===== src/rtl/trace_pkg.sv =====
// Shared types for the commit trace buffer: drain states, record layout and
// the mapping from a stored record to its four frame words.
package trace_pkg;

    typedef enum logic [2:0] {
        IDLE,
        W0,
        W1,
        W2,
        W3
    } drain_state_t;

    localparam logic [1:0] WORD_PC    = 2'd0;
    localparam logic [1:0] WORD_INSTR = 2'd1;
    localparam logic [1:0] WORD_WB    = 2'd2;
    localparam logic [1:0] WORD_DATA  = 2'd3;

    localparam int PC_W    = 32;
    localparam int INSTR_W = 32;
    localparam int WADDR_W = 5;
    localparam int WDATA_W = 32;
    localparam int SEQ_W   = 16;
    localparam int REC_W   = PC_W + INSTR_W + 1 + WADDR_W + WDATA_W + SEQ_W;

    typedef struct packed {
        logic [PC_W-1:0]    pc;
        logic [INSTR_W-1:0] instr;
        logic               rf_we;
        logic [WADDR_W-1:0] waddr;
        logic [WDATA_W-1:0] wdata;
        logic [SEQ_W-1:0]   seq;
    } trace_rec_t;

    // Write-back data is masked when no register was written, so the sink
    // never sees stale wdata from the core.
    function automatic logic [31:0] frame_word(input trace_rec_t rec, input logic [1:0] idx);
        logic [31:0] word;
        case (idx)
            WORD_PC:    word = rec.pc;
            WORD_INSTR: word = rec.instr;
            WORD_WB:    word = {rec.rf_we, 10'b0, rec.waddr, rec.seq};
            default:    word = rec.rf_we ? rec.wdata : 32'h0;
        endcase
        return word;
    endfunction

endpackage


===== src/rtl/commit_trace_buffer_if.sv =====
// Retire-side capture signals plus the outgoing frame-word stream.
interface commit_trace_buffer_if;
    logic        in_valid;
    logic [31:0] in_pc;
    logic [31:0] in_instr;
    logic        in_rf_we;
    logic [4:0]  in_rf_waddr;
    logic [31:0] in_rf_wdata;
    logic        out_valid;
    logic        out_ready;
    logic [31:0] out_word;
    logic        out_last;

    modport master (
        output in_valid, in_pc, in_instr, in_rf_we, in_rf_waddr, in_rf_wdata, out_ready,
        input  out_valid, out_word, out_last
    );

    modport slave (
        input  in_valid, in_pc, in_instr, in_rf_we, in_rf_waddr, in_rf_wdata, out_ready,
        output out_valid, out_word, out_last
    );
endinterface


===== src/rtl/trace_fifo.sv =====
// Synchronous FIFO with a combinational head output; pointers carry an extra
// wrap bit so full and empty are distinguished without a separate counter.
module trace_fifo #(
    parameter int WIDTH = 118,
    parameter int DEPTH = 16,
    parameter int AW    = $clog2(DEPTH)
) (
    input  logic             clk,
    input  logic             rst,
    input  logic             push,
    input  logic             pop,
    input  logic [WIDTH-1:0] din,
    output logic [WIDTH-1:0] dout,
    output logic             full,
    output logic             empty,
    output logic [AW:0]      count
);

    logic [WIDTH-1:0] mem [DEPTH];
    logic [AW:0]      wr_ptr_reg;
    logic [AW:0]      rd_ptr_reg;

    always_ff @(posedge clk) begin
        if (push) begin
            mem[wr_ptr_reg[AW-1:0]] <= din;
        end
    end

    always_ff @(posedge clk or negedge rst) begin
        if (!rst) begin
            wr_ptr_reg <= '0;
            rd_ptr_reg <= '0;
        end else begin
            if (push) wr_ptr_reg <= wr_ptr_reg + 1'b1;
            if (pop)  rd_ptr_reg <= rd_ptr_reg + 1'b1;
        end
    end

    assign dout  = mem[rd_ptr_reg[AW-1:0]];
    assign empty = (wr_ptr_reg == rd_ptr_reg);
    assign full  = (wr_ptr_reg[AW] != rd_ptr_reg[AW]) &&
                   (wr_ptr_reg[AW-1:0] == rd_ptr_reg[AW-1:0]);
    assign count = wr_ptr_reg - rd_ptr_reg;

endmodule


===== src/rtl/commit_trace_buffer.sv =====
// Captures one record per retired instruction and drains each as a 4-word
// frame; never stalls the core, drops and counts records when full.
module commit_trace_buffer
    import trace_pkg::*;
#(
    parameter int DEPTH = 16,
    parameter int AW    = $clog2(DEPTH)
) (
    input  logic                  clk,
    input  logic                  rst,
    commit_trace_buffer_if.slave  trace,
    output logic                  overflow,
    output logic [15:0]           drop_cnt
);

    drain_state_t state_reg;
    logic         out_valid_reg;
    logic         out_last_reg;
    logic [15:0]  seq_reg;
    logic         overflow_reg;
    logic [15:0]  drop_cnt_reg;

    logic             fifo_full;
    logic             fifo_empty;
    logic [AW:0]      fifo_count;
    logic [REC_W-1:0] fifo_dout;
    trace_rec_t       push_rec;
    trace_rec_t       head_rec;
    logic             push;
    logic             pop;
    logic             drop;
    logic             more_after_pop;
    logic [31:0]      frame_words [4];
    logic [31:0]      out_word_next;

    // A pop in the same cycle frees a slot, so a full FIFO still accepts.
    assign pop  = (state_reg == W3) && trace.out_ready;
    assign push = trace.in_valid && (!fifo_full || pop);
    assign drop = trace.in_valid && fifo_full && !pop;
    assign more_after_pop = push || (fifo_count > {{AW{1'b0}}, 1'b1});

    assign push_rec = '{pc:    trace.in_pc,
                        instr: trace.in_instr,
                        rf_we: trace.in_rf_we,
                        waddr: trace.in_rf_waddr,
                        wdata: trace.in_rf_wdata,
                        seq:   seq_reg};

    trace_fifo #(
        .WIDTH (REC_W),
        .DEPTH (DEPTH),
        .AW    (AW)
    ) u_fifo (
        .clk   (clk),
        .rst   (rst),
        .push  (push),
        .pop   (pop),
        .din   (push_rec),
        .dout  (fifo_dout),
        .full  (fifo_full),
        .empty (fifo_empty),
        .count (fifo_count)
    );

    assign head_rec = trace_rec_t'(fifo_dout);

    for (genvar gi = 0; gi < 4; gi++) begin : g_word
        assign frame_words[gi] = frame_word(head_rec, 2'(gi));
    end

    always_ff @(posedge clk or negedge rst) begin
        if (!rst) begin
            seq_reg      <= '0;
            overflow_reg <= 1'b0;
            drop_cnt_reg <= '0;
        end else begin
            if (trace.in_valid) seq_reg <= seq_reg + 1'b1;
            if (drop) begin
                overflow_reg <= 1'b1;
                if (drop_cnt_reg != 16'hFFFF) drop_cnt_reg <= drop_cnt_reg + 1'b1;
            end
        end
    end

    always_ff @(posedge clk or negedge rst) begin
        if (!rst) begin
            state_reg     <= IDLE;
            out_valid_reg <= 1'b0;
            out_last_reg  <= 1'b0;
        end else begin
            case (state_reg)
                IDLE: if (!fifo_empty) begin
                    state_reg     <= W0;
                    out_valid_reg <= 1'b1;
                end
                W0: if (trace.out_ready) state_reg <= W1;
                W1: if (trace.out_ready) state_reg <= W2;
                W2: if (trace.out_ready) begin
                    state_reg    <= W3;
                    out_last_reg <= 1'b1;
                end
                W3: if (trace.out_ready) begin
                    out_last_reg <= 1'b0;
                    if (more_after_pop) begin
                        state_reg <= W0;
                    end else begin
                        state_reg     <= IDLE;
                        out_valid_reg <= 1'b0;
                    end
                end
                default: begin
                    state_reg     <= IDLE;
                    out_valid_reg <= 1'b0;
                    out_last_reg  <= 1'b0;
                end
            endcase
        end
    end

    always_comb begin
        out_word_next = 32'h0;
        case (state_reg)
            W0:      out_word_next = frame_words[WORD_PC];
            W1:      out_word_next = frame_words[WORD_INSTR];
            W2:      out_word_next = frame_words[WORD_WB];
            W3:      out_word_next = frame_words[WORD_DATA];
            default: out_word_next = 32'h0;
        endcase
    end

    assign trace.out_valid = out_valid_reg;
    assign trace.out_last  = out_last_reg;
    assign trace.out_word  = out_word_next;
    assign overflow        = overflow_reg;
    assign drop_cnt        = drop_cnt_reg;

endmodule


===== src/flat_wrapper.sv =====
// flat-port wrapper written by rule: the top's interface ports become plain ports
module commit_trace_buffer_flat import trace_pkg::*;
#(
    parameter int DEPTH = 16,
    parameter int AW    = $clog2(DEPTH)
)
  (clk, rst, overflow, drop_cnt, trace_in_valid, trace_in_pc, trace_in_instr, trace_in_rf_we, trace_in_rf_waddr, trace_in_rf_wdata, trace_out_ready, trace_out_valid, trace_out_word, trace_out_last);
  commit_trace_buffer_if trace_i ();
  input  logic clk;
  input  logic rst;
  output logic overflow;
  output logic [15:0] drop_cnt;
  input wire logic [$bits(trace_i.in_valid)-1:0] trace_in_valid;
  input wire logic [$bits(trace_i.in_pc)-1:0] trace_in_pc;
  input wire logic [$bits(trace_i.in_instr)-1:0] trace_in_instr;
  input wire logic [$bits(trace_i.in_rf_we)-1:0] trace_in_rf_we;
  input wire logic [$bits(trace_i.in_rf_waddr)-1:0] trace_in_rf_waddr;
  input wire logic [$bits(trace_i.in_rf_wdata)-1:0] trace_in_rf_wdata;
  input wire logic [$bits(trace_i.out_ready)-1:0] trace_out_ready;
  output wire logic [$bits(trace_i.out_valid)-1:0] trace_out_valid;
  output wire logic [$bits(trace_i.out_word)-1:0] trace_out_word;
  output wire logic [$bits(trace_i.out_last)-1:0] trace_out_last;
  assign trace_i.in_valid = trace_in_valid;
  assign trace_i.in_pc = trace_in_pc;
  assign trace_i.in_instr = trace_in_instr;
  assign trace_i.in_rf_we = trace_in_rf_we;
  assign trace_i.in_rf_waddr = trace_in_rf_waddr;
  assign trace_i.in_rf_wdata = trace_in_rf_wdata;
  assign trace_i.out_ready = trace_out_ready;
  assign trace_out_valid = trace_i.out_valid;
  assign trace_out_word = trace_i.out_word;
  assign trace_out_last = trace_i.out_last;
  commit_trace_buffer #(.DEPTH(DEPTH), .AW(AW)) u_core (.clk(clk), .rst(rst), .trace(trace_i), .overflow(overflow), .drop_cnt(drop_cnt));
endmodule

===== config.mk =====
export PLATFORM = sky130hd
export DESIGN_NAME = commit_trace_buffer_flat
export DESIGN_NICKNAME = d
export VERILOG_FILES = /design/src/rtl/trace_pkg.sv /design/src/rtl/commit_trace_buffer_if.sv /design/src/rtl/trace_fifo.sv /design/src/rtl/commit_trace_buffer.sv /design/src/flat_wrapper.sv
export SDC_FILE = /design/constraint.sdc
export NUM_CORES = 2
export LEC_CHECK = 0
export ABC_AREA = 0
export BUFFER_PORTS_ARGS = -buffer_cell sky130_fd_sc_hd__buf_2
export CELL_PAD_IN_SITES_DETAIL_PLACEMENT = 0
export CELL_PAD_IN_SITES_GLOBAL_PLACEMENT = 1
export CORE_MARGIN = 4
export CORE_UTILIZATION = 60
export DETAILED_ROUTE_END_ITERATION = 8
export GPL_TIMING_DRIVEN = 0
export PLACE_DENSITY = 0.84
export SYNTH_ARGS = -nofsm -noshare
export SYNTH_HDL_FRONTEND = slang
export SYNTH_HIERARCHICAL = 1
export SYNTH_SLANG_ARGS = --single-unit

===== constraint.sdc =====
create_clock -name clk -period 25.7 [get_ports clk]
set_input_delay 2.57 -clock clk [delete_from_list [all_inputs] [get_ports clk]]
set_output_delay 2.57 -clock clk [all_outputs]
set_load 0.02 [all_outputs]

After elaboration in Yosys (flattened, before gate mapping)
Memory sizes are Yosys's and may differ from the RTL's.
Index checks and enable logic that the tools add are counted.

operators by class
  equality and inequality tests = 14
  bitwise gates (word level) = 2
  add/subtract/negate cells = 5
  mux-type cells = 18
  reductions and logical operators = 16
  magnitude comparators = 1

operators by type and width
  cell                                                                  count
  32-bit case mux with 4 select lines                                   1
  16-bit by 1-bit adder with 16-bit output, second input constant       2
  32-bit two-way mux                                                    1
  16-bit inequality test, second input constant                         1
  3-bit two-way mux                                                     5
  3-bit case mux with 5 select lines                                    1
  2-bit inequality test, second input constant                          6
  5-bit by 1-bit adder with 5-bit output, second input constant         2
  1-bit two-way mux                                                     8
  3-bit by 2-bit == test with 1-bit output, second input constant       2
  1-bit case mux with 3 select lines                                    2
  3-bit OR reduction                                                    2
  5-bit == test                                                         1
  5-bit by 1-bit > comparator with 1-bit output, second input constant  1
  1-bit logical AND                                                     5
  5-bit AND reduction                                                   1
  5-bit subtractor                                                      1
  4-bit == test                                                         1
  4-bit AND reduction                                                   1
  3-bit by 1-bit == test with 1-bit output, second input constant       1
  3-bit == test, second input constant                                  1
  3-bit logical NOT                                                     1
  3-bit AND reduction                                                   1
  1-bit logical NOT                                                     2
  other kinds (4)                                                       6

storage, ports and cells
  bits of input ports = 106
  RAM bits = 1888
  bits in registers = 48
  word-level logic and storage cells = 65
  output and inout port bits = 51
  memories = 1

memory list
  memory             words  width  rd ports  clocked after Yosys merged registers in  wr ports  RTL line          RTL
  u_core.u_fifo.mem  16     118    1         0                                        1         trace_fifo.sv:19  logic [WIDTH-1:0] mem [DEPTH];

Logic depth before layout (Yosys ltp)
  word-level depth = 9
  depth in mapped cells = 12
  depth with buffers taken out = 11

Hierarchy
Netlist, hierarchy kept.

by module, submodules not included
  module               times used  sequential area each (um2)  cells each  area each (um2)
  trace_fifo           1           56944.6                     2956        71112.0
  commit_trace_buffer  1           950.9                       286         2576.2

Worst setup path before layout
OpenSTA, ideal clock, no wires.

  path kind = input -> register
  start point = input port trace_in_valid
  end point = memory u_core.u_fifo.mem[3][0], enable pin
  required time = 24.961 ns
  setup time = 0.739 ns
  data arrival time = 11.463 ns
  buffers on the path = 2
  stages on the path = 5
  path slack = 13.498 ns
  path through = clkbuf_1 > a21boi_0 > clkbuf_1 > nand2_1 > nor3_1

between the ends
  cells in the longest elaborated chain, start to end = 3

ends and longest elaborated chain
  what                                     RTL line                   RTL
  start, declared                          flat_wrapper.sv:13         input wire logic [$bits(trace_i.in_valid)-1:0] trace_in_valid;
  1-bit logical AND                        commit_trace_buffer.sv:38  assign push = trace.in_valid && (!fifo_full || pop);
  net u_core.push                          commit_trace_buffer.sv:29  logic push;
  1-bit two-way mux                        trace_fifo.sv:24           if (push) begin
  1-bit two-way mux (implied by the code)  trace_fifo.sv:25           mem[wr_ptr_reg[AW-1:0]] <= din;
  end, declared                            trace_fifo.sv:19

The timed path passes the listed nets, and every way through them passes these cells.

Final worst setup path
  start point = register u_core.u_fifo.rd_ptr_reg[2]
  end point = output port trace_out_word[15]

between the ends
  cells in the longest elaborated chain, start to end = 3

ends and longest elaborated chain
  what                                 RTL line                    RTL
  start, declared                      trace_fifo.sv:21            logic [AW:0] rd_ptr_reg;
  start signal, assigned               trace_fifo.sv:35            if (pop) rd_ptr_reg <= rd_ptr_reg + 1'b1;
  memory read 16 x 118 bit             -
  net u_core.fifo_dout[53]             commit_trace_buffer.sv:26   logic [REC_W-1:0] fifo_dout;
  32-bit two-way mux                   trace_pkg.sv:42             default: word = rec.rf_we ? rec.wdata : 32'h0;
  32-bit case mux with 4 select lines  commit_trace_buffer.sv:122  case (state_reg)
  end, declared                        flat_wrapper.sv:21          output wire logic [$bits(trace_i.out_word)-1:0] trace_out_word;

The timed path passes the listed nets, and every way through them passes these cells.

==> results.md <==
Final layout:
- The area growth from synthesis to layout is 15.2%.
- The number of nets at the end of the flow is between 3,000 and 4,000.
- The count of non-filler cells in the finished layout is roughly 5,500.
- The final standard cell utilization of the core is ~70%.
- The register with the most flip-flops in the layout has 1,888 of them.
- The share of cells above drive strength 1 is 28.9%.

Synthesis:
- The Yosys warning count is 6.
- The synthesized netlist occupies a cell area of 73,700 um^2.
- A synthesized cell averages approximately 23 um^2.
- Synthesis handed over a netlist of roughly 3,200 instances.
- The number of nets handed over by synthesis was between 3,000 and 4,000.

GRT:
- The global-route wire length before repair is ~270,000 um.
- The initial antenna violation count is 28.
- The global route total overflow is 0.
- The total global-route track usage is between 30% and 40%.
- The number of global-route vias before repair was ~38,000.
- The maximum number of pins on one net before global-route repair is 49.

Die:
- Once the floorplan was initialized, standard cells occupied around three fifths of the core.
- Measured along the y axis, the die boundary spans 358 um.
- In this run the core area contains ~130 standard-cell rows.
- The die covers roughly 130,000 um^2.
- The die is 358 um wide.
- The number of I/O pins is roughly 160.
- The placeable core region is ~120,000 um^2.

Timing:
- The max-slew violation count was 0.
- Setup repair after global routing left no endpoint under its margin.
- The actual slew at the worst max-slew pin is ~1.5 ns.
- For the finished layout, the period the worst path requires is 8.97 ns.
- Static timing analysis puts the maximum clock frequency at approximately 0.11 GHz.
- Setup total negative slack on the finished layout was measured at 0 ns.
- The final setup violation count is 0.
- The hold violation total from the final report came to 0.
- Across the routed clock network, the largest skew measured is around 0.035 ns.
- In this run the tightest slew margin relative to its limit is 1.79%.
- After layout, the worst path uses between 30% and 40% of the clock period.

Clock tree:
- Counting along the longest clock path gives a buffer depth of 3.
- The clock tree synthesis step divided the H-tree into 4 levels.
- The root buffer cell chosen for the clock tree is clkbuf_16.
- For this design, the CTS-stage hold fixing added 0 buffers.
- The TritonCTS buffer count is between 150 and 200.
- TritonCTS built the clock tree.
- The clock net in this run drives a total of roughly 1,900 sinks.
- Clock-pin slew was measured on the worst setup and hold paths at ~0.060 ns.
- The clock network latency to the later pin of the worst-skew pair is 0.83 ns.
- The number of gates resized after CTS was 0.
- In this run the post-CTS setup repair buffer count came out at 0.

Worst setup path:
- The kind of critical path is reg -> out.
- The number of cells on the worst reg-to-reg path is 15.
- For flop-to-flop paths, the worst setup slack is between 20 and 25 ns.
- The worst path arrival time is 6.40 ns.
- STA classifies the critical path startpoint as a flip-flop.
- The required time of the critical path is approximately 23 ns.
- The kind of capture point of the worst setup path is a primary output.
- Along the worst path, the maximum fanout reaches 10.

Drt:
- The number of iterations in the first detailed-routing pass is 6.
- Detailed routing inserted a total of 37,600 vias.
- For this block, the initial DRC count from the detailed router was between 5,000 and 6,000.
- The routed length per instance is between 30 and 40 um.
- The final antenna-violating net count is 0.
- The total wire length is between 150,000 and 200,000 um.
- The number of remaining DRC errors is 0.
- After detailed routing, the number of vias per cell comes to about 7.

Worst hold path:
- In this run the worst hold path is classified as reg -> reg.
- Along the worst hold path, the cell count comes to 1.

Power:
- The part of the power in registers is about two fifths.
- The maximum vdd ir drop is 87.0 uV.
- The internal power summed over all cells is about 6.4 mW.
- The cell area power density is about 110 nW/um^2.
- Combinational logic is responsible for a little under a third of the overall power.
- The leakage power figure is approximately 27 nW.
- Of the total power, the share spent switching nets is about a third.
- Of the total power, the clock network draws between 20% and 30%.
- The switching power is roughly 3.0 mW.

Placed design:
- The count of placed standard cells including taps is around 5,200.
- In this run the tool buffered the top-level ports with ~160 buffer cells.
- The last weighted congestion value of the routability-driven placer is approximately 0.8.
- The post-DP HPWL is 120,000 um.

Run:
- The tool flagged a number of max-cap violations equal to 0.

Run status:
- The run finished with clean final reports.
==> path summary, 6_finish.rpt <==
check | startpoint | endpoint
hold / removal | u_core/overflow$_DFFE_PN0P_ | u_core/overflow$_DFFE_PN0P_
setup reg to reg | u_core/u_fifo/rd_ptr_reg[1]$_DFFE_PN0P_ | u_core/u_fifo/mem[3][39]$_DFFE_PP_
max in group asynchronous | rst | u_core/u_fifo/rd_ptr_reg[2]$_DFFE_PN0P_
min in group asynchronous | rst | u_core/drop_cnt[1]$_DFFE_PN0P_
setup / recovery | u_core/u_fifo/rd_ptr_reg[2]$_DFFE_PN0P_ | trace_out_word[15]
hold reg to reg | u_core/overflow$_DFFE_PN0P_ | u_core/overflow$_DFFE_PN0P_
==> critical path, stage by stage (launching register included) <==
cell and delay [ns]:
dfrtp_1 0.33, buf_2 0.17, inv_1 0.11, nor2_1 0.13, clkbuf_1 1.08, clkbuf_1 0.69
a22oi_1 0.17, nand2_1 0.16, and3_1 0.16, clkbuf_1 0.77, clkbuf_1 0.64, nand2_1 0.35
o21ai_0 0.49, buf_2 0.31
==> power groups by stage <==
stage	registers [mW]	clock network, mW	logic [mW]
final	3.92	2.61	2.80
after CTS	3.91	2.64	2.77
after global placement	4.11	0	2.55
after floorplan	4.01	0	1.63
after detailed placement	3.97	0	2.73
after global routing	3.93	2.78	2.90
==> layout by cell type, fill, tap and decap left out, types with 20 or more instances in the layout <==
cell type and instances:
clkinv_2 20, buf_12 48, nand2_1 164, xnor2_1 29, mux4_2 472, clkbuf_1 122
buf_16 25, clkbuf_16 186, edfxtp_1 1888, inv_1 20, buf_1 30, buf_4 26
dfrtp_1 48, mux2_2 24, buf_6 74, a22oi_1 258, clkinv_1 61, buf_2 184
o21ai_0 28
==> cell type report <==
cell class / count / area [um^2]
clock buffer: 235 / 4850
clock inverter: 111 / 972
multi-input combinational: 1109 / 14900
antenna: 18 / 45.0
inverter: 20 / 75.1
tap: 1625 / 2030
sequential: 1936 / 57900
fill: 7007 / 37000
timing repair buffer: 294 / 3200
buffer: 176 / 927
==> metrics by stage <==
stage                     total power [mW]  setup WS, ns  cell area (um^2)  hold WS [ns]
after global placement                6.66          3.02             76500         0.447
final                                 9.32         16.73             84900         0.470
after floorplan                       5.64         13.50             73700         0.462
after detailed placement              6.70         17.87             79000         0.456
after global routing                  9.61         16.70             84900         0.506
after CTS                             9.32         16.98             84800         0.474
==> layer usage <==
metal | wire length, um | track usage [%]
met1 | 67000 | 41.5
met2 | 92200 | 47.9
met3 | 23700 | 8.67
met4 | 8610 | 12.2
met5 | 85 | 0
Power figures use the tool's default switching activity.
